### src/rtl/cpu_stack_pkg.sv
// Shared definitions for the stack-operation controller: command codes,
// stack-pointer control words, FSM states and the per-state bus/stack
// control decode.
package cpu_stack_pkg;

  // Requester command codes.
  localparam logic [1:0] OP_PUSH   = 2'b00;
  localparam logic [1:0] OP_POP    = 2'b01;
  localparam logic [1:0] OP_PEEK   = 2'b10;
  localparam logic [1:0] OP_READSP = 2'b11;

  // Stack-pointer control words, bit order [0:2]; bit 0 is "drive SP on bus".
  localparam logic [0:2] SPC_HOLD  = 3'b000;
  localparam logic [0:2] SPC_INC   = 3'b010;
  localparam logic [0:2] SPC_DEC   = 3'b001;
  localparam logic [0:2] SPC_DRIVE = 3'b100;

  typedef enum logic [3:0] {
    ST_IDLE     = 4'd0,
    ST_PUSH_WR  = 4'd1,
    ST_PUSH_INC = 4'd2,
    ST_POP_DEC  = 4'd3,
    ST_POP_RD   = 4'd4,
    ST_PEEK_DEC = 4'd5,
    ST_PEEK_RD  = 4'd6,
    ST_PEEK_INC = 4'd7,
    ST_RSP      = 4'd8,
    ST_FIN      = 4'd9
  } stk_state_e;

  typedef struct packed {
    logic [0:2] sp_ctrl;
    logic       mem_w;
    logic       mem_s;
    logic       bus_oe;
  } stk_ctrl_t;

  // Nothing driven, memory released, SP held.
  localparam stk_ctrl_t CTRL_IDLE = '{sp_ctrl: SPC_HOLD, mem_w: 1'b0, mem_s: 1'b1, bus_oe: 1'b0};

  // Bus and stack controls presented while the FSM sits in state s.
  // Each state enables at most one bus driver.
  function automatic stk_ctrl_t ctrl_of(input stk_state_e s);
    stk_ctrl_t c;
    c = CTRL_IDLE;
    case (s)
      ST_PUSH_WR: begin
        c.bus_oe = 1'b1;
        c.mem_w  = 1'b1;
      end
      ST_PUSH_INC, ST_PEEK_INC: c.sp_ctrl = SPC_INC;
      ST_POP_DEC,  ST_PEEK_DEC: c.sp_ctrl = SPC_DEC;
      ST_POP_RD,   ST_PEEK_RD:  c.mem_s   = 1'b0;
      ST_RSP:                   c.sp_ctrl = SPC_DRIVE;
      default:                  c = CTRL_IDLE;
    endcase
    return c;
  endfunction

endpackage

### src/rtl/stack_depth_counter.sv
// Up/down entry counter with full/empty flags for the memory stack.
module stack_depth_counter #(
  parameter int unsigned DEPTH = 256
) (
  input  logic        clk_i,
  input  logic        rst_ni,
  input  logic        inc_i,
  input  logic        dec_i,
  output logic [15:0] count_o,
  output logic        full_o,
  output logic        empty_o
);

  localparam logic [15:0] DEPTH_C = 16'(DEPTH);

  logic [15:0] count_q;

  // Count entries; saturating guards keep the count inside 0..DEPTH.
  always_ff @(posedge clk_i) begin
    if (!rst_ni) begin
      count_q <= 16'd0;
    end else if (inc_i && !full_o) begin
      count_q <= count_q + 16'd1;
    end else if (dec_i && !empty_o) begin
      count_q <= count_q - 16'd1;
    end else begin
      count_q <= count_q;
    end
  end

  assign count_o = count_q;
  assign full_o  = (count_q == DEPTH_C);
  assign empty_o = (count_q == 16'd0);

endmodule

### src/rtl/stack_op_controller.sv
// Stack-operation controller: turns PUSH/POP/PEEK/READ_SP requests into
// strobe sequences for the stack pointer and memory stack, owning the
// shared bus for the duration of each command.
module stack_op_controller
  import cpu_stack_pkg::*;
#(
  parameter int unsigned DEPTH  = 256,
  parameter int unsigned DATA_W = 16
) (
  input  logic              i_clock,
  input  logic              i_reset_n,
  input  logic              i_valid,
  input  logic [1:0]        i_op,
  input  logic [DATA_W-1:0] i_wdata,
  output logic              o_ready,
  output logic              o_done,
  output logic              o_err,
  output logic [DATA_W-1:0] o_rdata,
  output logic [15:0]       o_depth,
  input  logic [DATA_W-1:0] i_bus,
  output logic [DATA_W-1:0] o_bus_data,
  output logic              o_bus_oe,
  output logic [0:2]        o_sp_ctrl,
  output logic              o_mem_w,
  output logic              o_mem_s
);

  stk_state_e        state_q, state_d;
  logic              rej_q, rej_d;
  logic              ready_q, done_q, err_q;
  stk_ctrl_t         ctl_q;
  logic [DATA_W-1:0] wdata_q, rdata_q;
  logic              full_s, empty_s, accept_s, reject_s;
  logic              inc_s, dec_s, capture_s;

  assign accept_s  = i_valid && ready_q;
  assign reject_s  = ((i_op == OP_PUSH) && full_s) ||
                     (((i_op == OP_POP) || (i_op == OP_PEEK)) && empty_s);
  // Depth follows the SP only for POP/PUSH; PEEK restores SP and leaves it.
  assign inc_s     = (state_q == ST_PUSH_INC);
  assign dec_s     = (state_q == ST_POP_DEC);
  assign capture_s = (state_q == ST_POP_RD) || (state_q == ST_PEEK_RD) || (state_q == ST_RSP);

  stack_depth_counter #(.DEPTH(DEPTH)) u_depth (
    .clk_i   (i_clock),
    .rst_ni  (i_reset_n),
    .inc_i   (inc_s),
    .dec_i   (dec_s),
    .count_o (o_depth),
    .full_o  (full_s),
    .empty_o (empty_s)
  );

  // Next-state sequencing; rejected commands go straight to FIN with the error flag.
  always_comb begin
    state_d = state_q;
    rej_d   = rej_q;
    case (state_q)
      ST_IDLE: begin
        if (accept_s) begin
          if (reject_s) begin
            state_d = ST_FIN;
            rej_d   = 1'b1;
          end else begin
            rej_d = 1'b0;
            case (i_op)
              OP_PUSH:   state_d = ST_PUSH_WR;
              OP_POP:    state_d = ST_POP_DEC;
              OP_PEEK:   state_d = ST_PEEK_DEC;
              OP_READSP: state_d = ST_RSP;
              default:   state_d = ST_IDLE;
            endcase
          end
        end else begin
          state_d = ST_IDLE;
        end
      end
      ST_PUSH_WR:  state_d = ST_PUSH_INC;
      ST_PUSH_INC: state_d = ST_FIN;
      ST_POP_DEC:  state_d = ST_POP_RD;
      ST_POP_RD:   state_d = ST_FIN;
      ST_PEEK_DEC: state_d = ST_PEEK_RD;
      ST_PEEK_RD:  state_d = ST_PEEK_INC;
      ST_PEEK_INC: state_d = ST_FIN;
      ST_RSP:      state_d = ST_FIN;
      ST_FIN: begin
        state_d = ST_IDLE;
        rej_d   = 1'b0;
      end
      default: begin
        state_d = ST_IDLE;
        rej_d   = 1'b0;
      end
    endcase
  end

  // FSM state plus outputs registered from the state being entered.
  always_ff @(posedge i_clock) begin
    if (!i_reset_n) begin
      state_q <= ST_IDLE;
      rej_q   <= 1'b0;
      ready_q <= 1'b0;
      done_q  <= 1'b0;
      err_q   <= 1'b0;
      ctl_q   <= CTRL_IDLE;
      wdata_q <= {DATA_W{1'b0}};
      rdata_q <= {DATA_W{1'b0}};
    end else begin
      state_q <= state_d;
      rej_q   <= rej_d;
      ready_q <= (state_d == ST_IDLE);
      done_q  <= (state_d == ST_FIN) && !rej_d;
      err_q   <= (state_d == ST_FIN) && rej_d;
      ctl_q   <= ctrl_of(state_d);
      if (accept_s) begin
        wdata_q <= i_wdata;
      end else begin
        wdata_q <= wdata_q;
      end
      if (capture_s) begin
        rdata_q <= i_bus;
      end else begin
        rdata_q <= rdata_q;
      end
    end
  end

  assign o_ready    = ready_q;
  assign o_done     = done_q;
  assign o_err      = err_q;
  assign o_rdata    = rdata_q;
  assign o_bus_data = wdata_q;
  assign o_bus_oe   = ctl_q.bus_oe;
  assign o_sp_ctrl  = ctl_q.sp_ctrl;
  assign o_mem_w    = ctl_q.mem_w;
  assign o_mem_s    = ctl_q.mem_s;

endmodule

### config.mk
export PLATFORM = sky130hd
export DESIGN_NAME = stack_op_controller
export DESIGN_NICKNAME = d
export VERILOG_FILES = /design/src/rtl/cpu_stack_pkg.sv /design/src/rtl/stack_depth_counter.sv /design/src/rtl/stack_op_controller.sv
export SDC_FILE = /design/constraint.sdc
export NUM_CORES = 1
export LEC_CHECK = 0
export ABC_AREA = 1
export CORE_MARGIN = 2
export CORE_UTILIZATION = 44
export CTS_CLUSTER_DIAMETER = 150
export DETAILED_ROUTE_END_ITERATION = 6
export PLACE_DENSITY = 0.77
export SYNTH_ARGS = -nofsm -noshare
export SYNTH_HDL_FRONTEND = slang
export SYNTH_HIERARCHICAL = 1
export SYNTH_SLANG_ARGS = --single-unit
### constraint.sdc
create_clock -name i_clock -period 2.05 [get_ports i_clock]
set_input_delay 0.5125 -clock i_clock [delete_from_list [all_inputs] [get_ports i_clock]]
set_output_delay 0.5125 -clock i_clock [all_outputs]
set_load 0.02 [all_outputs]
==> summary.txt <==
Global routing
  – Wire length of the first global-routing pass: 17,300 um
  – Met3 usage: 0.0490
  – Residual overflow from global routing: 0
  – Maximum number of pins on one net before global-route repair: 24
  – Global routing met2 resource utilization: 0.470
  – Number of antenna violations at the first check in global routing: 0
  – Most crowded layer after global routing: met2
  – Vias in the first global route: 3,832
  – Met1 track utilization from global routing: 0.275
  – GR Util All Layers: 0.253

Critical path
  – Cell family with most CP delay: simple AND/OR/NAND/NOR gates
  – Cells along the critical path: nor2_1 > nand2_2 > nor2_4 > nand2_4 > nand2_8 > buf_4 > ha_4 > nand2_2 > inv_1 > nand2_1 > nand2_1 > inv_1 > nand2_2 > inv_1 > nand2_1 > nand2_2 > nand3_1 > nand2_1 > nor2_1
  – Biggest fanout along the worst timing path: 5
  – Worst Path Class, Setup: reg2reg
  – Critical Path Start: u_depth/count_o[12]
  – Startpoint type of the worst setup path: register
  – Critical path data required time: 2270 ps
  – Number of cell instances on the worst register-to-register path: 19
  – Depth of the critical timing path with buffers and inverters included: 19
  – Arrival time at the worst endpoint: 2630 ps
  – Capturing element type of the critical path: register
  – Worst flop-to-flop path startpoint: u_depth/count_o[12]
  – Setup slack on the worst flop-to-flop path: -360 ps
  – Critical R2R Capture: u_depth/count_o[15]
  – Slowest cell delay on critical path: 330 ps
  – Endpoint of the most critical setup path: u_depth/count_o[15]
  – WP buf/inv: 4
  – Slowest CP cell: dfxtp_2

Layout
  – Commonest cells after routing, fill and taps aside: nor2_1 (109), clkdlybuf4s50_1 (92), buf_4 (67), nand2_1 (60), dfxtp_1 (45)
  – # diodes: 0
  – Most common cell after layout, fill and taps aside: nor2_1
  – Multi-input gate area: 2410 sq um
  – Relative area change from synthesis to final layout: 72.4%
  – Register cell area after layout: 1240 sq um
  – Final-stage net count: 726
  – Share of post-route cells with drive strength above 1: 0.344
  – Number of fill cells: 491

Route
  – Mean number of vias per cell: 5.44
  – DRC violations left: 0
  – DRT Pass-1 Iters: 7
  – Via total after detailed routing: 4,205
  – Number of nets with antenna violations after detailed routing: 0
  – Detailed Route Iter0 Violations: 354
  – Routed len/inst: 17.0 um
  – Final routed wirelength across all metal layers: 13,100 um

Floorplanning
  – Area of the die: 8310 sq um
  – Horizontal die dimension: 91.2 um
  – Die span in y: 91.2 um
  – Area inside the core boundary: 7290 sq um
  – Row cnt: 31
  – Effective utilization at floorplan: 0.459
  – Num ports: 94

Min path
  – Worst Hold Launch: o_bus_data[11]
  – Worst min-delay path class: reg2reg

Placement
  – Count of input and output buffers: 93
  – HPWL after detailed placement: 7470 um
  – GPL Wtd Cong: 0.903

Timing
  – Final setup vio count: 18
  – Max Freq: 415 MHz
  – Count of final max-slew check failures: 0
  – Setup repair after global routing missed its margin: true
  – Crit share post-route: 1.18
  – Shortest clock period the worst path allows after layout: 2410 ps
  – Final Hold Fails: 0
  – Setup total negative slack: -3400 ps
  – Layout Skew: 14.8 ps
  – Final setup margin: -360 ps
  – Relative slew margins: 0.710
  – Worst-Margin Slew: 434 ps

Yosys
  – Mapped Nets: 555
  – Post-synthesis sequential element count: 61
  – Number of enable flip-flop cells after synthesis: 0
  – Synth area leader: dfxtp_1
  – Cell count after synthesis: 498
  – Primary flip-flop cell chosen by synthesis mapping: dfxtp_1
  – Yosys Warn Count: 6
  – Top-area cell type share of the netlist area: 0.365
  – Synth Area per Inst: 6.72 sq um
  – Sequential share of the synthesized area: 0.365
  – Fraction of registers with async set/reset: 0
  – Number of unique standard cell types used by synthesis: 35
  – Main area contributors after synthesis: dfxtp_1 (37%), nor2_1 (13%), nand2_1 (11%), ha_1 (7.1%), o21ai_0 (5.8%)
  – Mapped Area: 3340 sq um

Clock network
  – Clk root buf: clkbuf_8
  – Total number of H-tree levels: 3
  – TritonCTS clock tree: yes
  – Clock-pin slew of the registers on the worst-case setup and hold paths: 80 ps
  – Maximum buffer depth of the clock tree: 2
  – Insertion delay to the later sink of the worst-skew pair: 340 ps
  – TritonCTS Buffers: 9
  – Clock tree sinks: 61

Status
  – Status: finished, violations left
  – Violated checks: setup timing

Run
  – Max-cap violations: 0
## sequential cells by signal, summed over array words and instances, names as in the netlist
| signal | flops |
|---|---|
| state_q | 4 |
| u_depth/count_o | 16 |
| o_sp_ctrl | 3 |
| o_done | 1 |
| o_mem_s | 1 |
| o_bus_oe | 1 |
| rej_q | 1 |
| o_err | 1 |
| o_bus_data | 16 |
| o_rdata | 16 |
| o_ready | 1 |
## Yosys cell counts (4+ instances only)
cell type and count:
nor2_2 7, ha_1 19, o21ai_1 10, buf_2 5
nor2_1 117, xnor2_1 6, a21oi_1 22, o21ai_0 39
inv_2 8, inv_1 46, clkbuf_1 4, dfxtp_1 61
nand3_1 18, nand2_1 99, nand2_2 5
## stage by stage
stage               cells  instance area, sq um  setup slack (ps)  utilization  hold WS [ps]
finish                773                  5770              -360        0.791           490
floorplan             498                  3380              1.98            -           509
global route          773                  5770              -405        0.791           510
global placement      743                  4870              -142        0.668           463
CTS                   765                  5280             -90.8        0.724           491
detailed placement    743                  4870              -229        0.668           476
## how the worst min path moves through the flow
stage,to,slack [ps],depth (start not counted)
2_1_floorplan,u_depth/count_o[0],510,1
3_3_place_gp,o_bus_data[6],460,2
3_5_place_dp,o_bus_data[2],480,2
4_1_cts,o_bus_data[12],490,2
5_1_grt,o_bus_data[15],510,2
6_report,o_bus_data[11],490,2
## what timing repair did
item                       4_1_cts  5_1_grt
resized for setup               28       94
cloned                           2        0
buffers inserted                 4       10
hold buffers                     0        0
setup endpoints to repair       16       20
pin swaps                        5       54
## metal layers
layer  vias to the layer above  share of wire
met5                         -              0
met4                         0          0.066
met3                        84          0.074
met2                       259           0.51
met1                      1937           0.35
li1                       1925              -
## layout make-up
cell class / count / area share
multi-input cells: 370 / 0.418
repair buffers: 171 / 0.275
flip-flops and latches: 61 / 0.216
inverters: 56 / 0.0378
clock buffers: 10 / 0.0239
well taps: 99 / 0.0215
clock inverters: 6 / 0.00781
## cells by family after synthesis
logic type               after synthesis  synth area share
AND/OR/NAND/NOR                      265             0.338
buffers and inverters                 69            0.0842
AO/OA/AOI/OAI                         76             0.117
flip-flops                            61             0.365
adder cells (fa/ha/maj)               20            0.0771
XOR/XNOR                               7            0.0183
## tightest hold or removal path, stage by stage (launching register included)
cell     delay (ps)
dfxtp_1         330
nor2_1           50
nor2_1           80
Power is left out: the tool's default activity adds up to more than one toggle a clock period on the data nets, which glitch-free logic cannot reach.
